`src/rtl/divisor_prog.sv`:
```
// -----------------------------------------------------------------------------
// divisor_prog -- programmable clock divider with a glitch-free divisor update
//
// A W-bit counter runs from 0 to div-1 while en=1. At the terminal count (TC),
// the counter wraps to 0 and clkout toggles, so clkout has a period of 2*div
// clkin cycles with exactly 50% duty.
//
// Divisor changes are requested with load/div_in. While counting, a request is
// parked in a shadow register (pending=1) and is only applied at the next TC,
// so the current clkout half-period is never cut short. When the counter is
// stopped (en=0), or when the request arrives exactly at TC, the new divisor
// is applied on that same edge. A request of 0 is treated as 1.
//
// Configuration macro:
//   DIVISOR_TICK_EN  when defined, tick is a registered one-cycle strobe in
//                    the cycle after every TC edge. When undefined, tick is
//                    tied to 0 and no tick register is built.
//
// Parameters:
//   W        counter/divisor width in bits (2..32)
//   CNT_RST  divisor loaded at reset (1..2^W-1)
//
// Ports:
//   clkin    in   sole clock, rising edge
//   rstn     in   synchronous active-low reset
//   en       in   count enable
//   load     in   divisor change request, div_in sampled when high
//   div_in   in   requested divisor (W bits)
//   ack      out  one-cycle pulse after the edge where a new divisor took effect
//   pending  out  a captured divisor is waiting for the next TC
//   clkout   out  divided clock
//   tick     out  one-cycle strobe after each TC (see DIVISOR_TICK_EN)
// -----------------------------------------------------------------------------
module divisor_prog #(
    parameter int unsigned W       = 16,
    parameter int unsigned CNT_RST = 50000
) (
    input  logic         clkin,
    input  logic         rstn,
    input  logic         en,
    input  logic         load,
    input  logic [W-1:0] div_in,
    output logic         ack,
    output logic         pending,
    output logic         clkout,
    output logic         tick
);

    localparam logic [W-1:0] ONE     = {{(W-1){1'b0}}, 1'b1};
    localparam logic [W-1:0] DIV_RST = W'(CNT_RST);

    // Architectural state
    logic [W-1:0] cnt_q, cnt_d;     // position inside the current half-period
    logic [W-1:0] div_q, div_d;     // active divisor
    logic [W-1:0] shd_q, shd_d;     // shadow divisor waiting for TC
    logic         pend_q, pend_d;   // shadow holds an unapplied request
    logic         clk_q, clk_d;     // divided clock
    logic         ack_q, ack_d;     // divisor-applied strobe

    logic [W-1:0] din_sat;          // requested divisor with 0 mapped to 1
    logic         tc;               // counter is on its last count

    // A divisor of 0 would make TC unreachable; clamp it to the fastest rate.
    assign din_sat = (div_in == '0) ? ONE : div_in;

    // div_q is never 0 (reset value and every captured value are >= 1), so
    // div_q - 1 never wraps.
    assign tc = (cnt_q == (div_q - ONE));

    // -------------------------------------------------------------------------
    // Next-state logic
    // -------------------------------------------------------------------------
    always_comb begin
        cnt_d  = cnt_q;
        div_d  = div_q;
        shd_d  = shd_q;
        pend_d = pend_q;
        clk_d  = clk_q;
        ack_d  = 1'b0;

        if (en) begin
            if (tc) begin
                // End of a half-period: wrap and toggle regardless of any
                // divisor change, which keeps the duty cycle at 50%.
                cnt_d = '0;
                clk_d = ~clk_q;
                if (load) begin
                    // Request lands exactly on TC: use it directly, it also
                    // supersedes anything still waiting in the shadow.
                    div_d  = din_sat;
                    pend_d = 1'b0;
                    ack_d  = 1'b1;
                end else if (pend_q) begin
                    div_d  = shd_q;
                    pend_d = 1'b0;
                    ack_d  = 1'b1;
                end
            end else begin
                cnt_d = cnt_q + ONE;
                if (load) begin
                    // Mid-period request: park it; a later one overwrites it.
                    shd_d  = din_sat;
                    pend_d = 1'b1;
                end
            end
        end else begin
            // Counter stopped: there is no half-period to protect, so apply
            // the newest request right away and restart the count from 0.
            // The restart also guarantees cnt stays below a smaller divisor.
            if (load) begin
                div_d  = din_sat;
                cnt_d  = '0;
                pend_d = 1'b0;
                ack_d  = 1'b1;
            end else if (pend_q) begin
                div_d  = shd_q;
                cnt_d  = '0;
                pend_d = 1'b0;
                ack_d  = 1'b1;
            end
        end
    end

    // -------------------------------------------------------------------------
    // State registers
    // -------------------------------------------------------------------------
    always_ff @(posedge clkin) begin
        if (!rstn) begin
            cnt_q  <= '0;
            div_q  <= DIV_RST;
            shd_q  <= DIV_RST;
            pend_q <= 1'b0;
            clk_q  <= 1'b0;
            ack_q  <= 1'b0;
        end else begin
            cnt_q  <= cnt_d;
            div_q  <= div_d;
            shd_q  <= shd_d;
            pend_q <= pend_d;
            clk_q  <= clk_d;
            ack_q  <= ack_d;
        end
    end

    assign ack     = ack_q;
    assign pending = pend_q;
    assign clkout  = clk_q;

    // -------------------------------------------------------------------------
    // Optional terminal-count strobe
    // -------------------------------------------------------------------------
`ifdef DIVISOR_TICK_EN
    logic tick_q;

    // Same edge that toggles clkout, so tick is high in the cycle after TC.
    always_ff @(posedge clkin) begin
        if (!rstn) begin
            tick_q <= 1'b0;
        end else begin
            tick_q <= en & tc;
        end
    end

    assign tick = tick_q;
`else
    assign tick = 1'b0;
`endif

endmodule
```
`config.mk`:
```
export PLATFORM = sky130hd
export DESIGN_NAME = divisor_prog
export DESIGN_NICKNAME = d
export VERILOG_FILES = /design/src/rtl/divisor_prog.sv
export SDC_FILE = /design/constraint.sdc
export NUM_CORES = 1
export LEC_CHECK = 0
export ABC_CLOCK_PERIOD_IN_PS = 3000
export CAP_MARGIN = 10
export CORE_MARGIN = 3
export CORE_UTILIZATION = 30
export CTS_CLUSTER_DIAMETER = 80
export CTS_CLUSTER_SIZE = 40
export DETAILED_ROUTE_END_ITERATION = 8
export PLACE_DENSITY_LB_ADDON = 0.05
export SYNTH_ARGS = -nofsm -noshare
export SYNTH_HDL_FRONTEND = slang
export SYNTH_SLANG_ARGS = --single-unit
```
`constraint.sdc`:
```
create_clock -name clkin -period 3 [get_ports clkin]
set_input_delay 0.3 -clock clkin [delete_from_list [all_inputs] [get_ports clkin]]
set_output_delay 0.3 -clock clkin [all_outputs]
set_load 0.005 [all_outputs]
```
==> implementation parameters <==
Parameter                              Value

Worst setup path
  Launching element type of the critical path    register
  Type of the setup path with the least slack    register to register
  Crit end category    register
  Maximum fanout count along the critical path    6
  Crit path required time    3.25 ns
  CP Data Arrival Time    3.08 ns

Floorplanning
  Vertical die dimension    107.1 um
  Placeable core area    9864 um^2
  Die Outline Area    11460 um^2
  Std-Cell Rows    36
  Die boundary width    107.1 um
  Boundary Pins    24
  Starting Density    0.3106

Global routing
  Global-route wire length before repair    13.46 mm
  Number of global-route vias before repair    2507
  Largest net degree at the start of global routing    33
  Initial antenna violation count    0
  Final global-route overflow total    0
  Aggregate global-route resource usage    0.1494

Yosys
  Post-synth ARST share    0
  Number of distinct library cells after synthesis    64
  Cell area after synthesis    3064 um^2
  Total of flip-flops plus latches after synthesis    51
  Top cell type by total area after synthesis    dfxtp_1
  Synthesized netlist cell count    348
  Top area cells in the synthesized netlist    dfxtp_1 33%, mux2i_1 8.2%, xnor2_1 4.6%
  Portion of the post-synthesis area used by sequential elements    0.3332
  Top_reg_cell synth    dfxtp_1
  Syn Area/Cell    8.805 um^2
  Share of Yosys cell area claimed by the top area cell type    0.3332
  Count of flip-flops with a built-in enable after synthesis    0
  Net count after synthesis    370
  Total number of yosys warnings    0

Pwr
  Post-layout power    1.480 mW
  Static leakage    1.324 nW
  Maximum ir drop on the vdd rail    0.1760 mV
  Power per Cell Area    414.4 nW/um^2

Status
  Result of the run    finished, final reports clean

STA
  Max Transition Viols Final    0
  Worst clock skew    0.01129 ns
  Maximum clock frequency    0.3533 GHz
  Minimum period implied by the final worst setup slack    2.831 ns
  Fraction of the cycle the final worst path needs    0.9435
  Setup tns final    0 ns
  Number of endpoints failing setup at the final stage    0
  Hold Fails Final Rpt    0
  Setup repair after global routing missed its margin    false

Min path
  Tightest Hold Check Type    register to register

Cells and area
  Area added between synthesis and finish    16.58%
  Most frequent standard cell in the layout excluding fill and tap cells    dfxtp_1
  # nets final    394
  Diodes inserted    0
  Fraction of final layout cells sized beyond drive strength 1    0.1421
  Most frequent cells in the layout    51 x dfxtp_1, 34 x nand2_1, 25 x mux2i_1, 24 x nor3_1, 22 x clkdlybuf4s50_1

Clock tree
  Root Buffer    clkbuf_8
  Clock latency at the later pin of the worst-skew pair    0.31 ns
  H-tree depth    2
  Clock buffers created by TritonCTS    5
  CTS sink count    51
  CTS hold repair buffers    0
  Clock slew at reported path FFs    0.11 ns
  Clock tree from TritonCTS    done
  Maximum buffer depth of the clock tree    2

Run
  Max-cap check violation count    0

Route
  Total length of routed wires    8.381 mm
  Average wire per cell in the routed design    16.56 um
  DR iter-0 viols    79
  Detailed-route via count    2622
  Detail-routed via count per cell    5.182
  DRC violation count after routing    0
  Number of routed nets with antenna violations    0
  Count of TritonRoute iterations in the first routing pass    4

Place
  Final weighted congestion in routability-driven placement    0.7988
  Port buffer count    22
  Half-perimeter wire length after detailed placement    6.355 mm
-- sequential cells by signal, summed over array words and instances (netlist names) --
register / cells
ack: 1
clkout: 1
cnt_q: 16
div_q: 16
pending: 1
shd_q: 16
-- worst max-delay path: stages, from the launching register on --
cell and delay (ns):
dfxtp_1 0.34, inv_1 0.09, ha_1 0.21, or4b_4 0.53, a2111oi_4 0.33, o32ai_1 0.15
o21ai_2 0.21, nand4_2 0.23, buf_4 0.23, or4_1 0.38, o21ai_0 0.08
-- power breakdown --
| part | total (mW) | leakage [nW] | switching (mW) | internal [mW] |
|---|---|---|---|---|
| registers | 0.736 | 0.417 | 0.0298 | 0.706 |
| clock network | 0.510 | 0.0558 | 0.257 | 0.253 |
| logic | 0.235 | 0.851 | 0.128 | 0.107 |
-- per-stage QoR --
step / area [um^2] / cells / utilization / hold WS, ns / setup slack [ns]
floorplan: 3064 / 348 / - / 0.4322 / 0.3995
global placement: 3451 / 498 / 0.3498 / 0.4419 / -0.008712
detailed placement: 3451 / 498 / 0.3498 / 0.4500 / -0.09090
CTS: 3563 / 506 / 0.3612 / 0.4655 / 0.02079
global route: 3572 / 506 / 0.3621 / 0.4817 / 0.01869
finish: 3572 / 506 / 0.3621 / 0.4619 / 0.1694
-- cells by family after synthesis --
group,synth area share
XOR/XNOR,0.07146
AND/OR/NAND/NOR,0.2336
other,0.001224
adder cells (fa/ha/maj),0.008165
multiplexers,0.08534
AO/OA/AOI/OAI,0.2005
flip-flops,0.3332
buffers and inverters,0.06656
-- path summary, 6_finish.rpt --
kind	from	end	slack, ns	cells after the start
setup / recovery	div_q[1]	clkout	0.17	10
hold / removal	shd_q[7]	shd_q[7]	0.46	2
setup reg to reg	div_q[1]	clkout	0.17	10
hold reg to reg	shd_q[7]	shd_q[7]	0.46	2
-- per-layer routing --
metal | wire (um) | up-vias | GRT usage
li1 | - | 1333 | -
met3 | 251 | 7 | 0.02348
met5 | 0 | - | 0
met4 | 86 | 0 | 0.03470
met1 | 4107 | 1236 | 0.2039
met2 | 3936 | 46 | 0.2471
-- repair_timing --
action | in CTS | in global routing
gates resized for setup | 1 | 2
setup endpoints to repair | 1 | 12
cloned | 0 | 0
setup buffers | 0 | 0
hold endpoints to repair | 0 | 0
-- area by class of cell --
| cell class | instances | area [um^2] |
|---|---|---|
| fillers | 1022 | 6292 |
| clock inverters | 2 | 38.79 |
| multi-input cells | 260 | 1849 |
| well taps | 133 | 166.4 |
| clock buffers | 6 | 72.57 |
| repair buffers | 41 | 375.4 |
| flip-flops and latches | 51 | 1021 |
| inverters | 13 | 48.80 |
-- Yosys cell counts, types with 4 or more instances --
library cell and n:
a31oi_1 7, inv_1 13, a22o_1 6, a211oi_2 7, xor2_1 9, a211oi_1 8
nor3_1 24, o21ai_0 13, nand4_1 4, clkbuf_1 11, xnor2_1 16, a221o_1 4
nand3_1 9, nor4_1 9, o211ai_1 4, nand2_1 34, nor2_1 20, o311ai_0 6
mux2i_1 25, dfxtp_1 51, buf_6 4
Power figures use the tool's default switching activity.
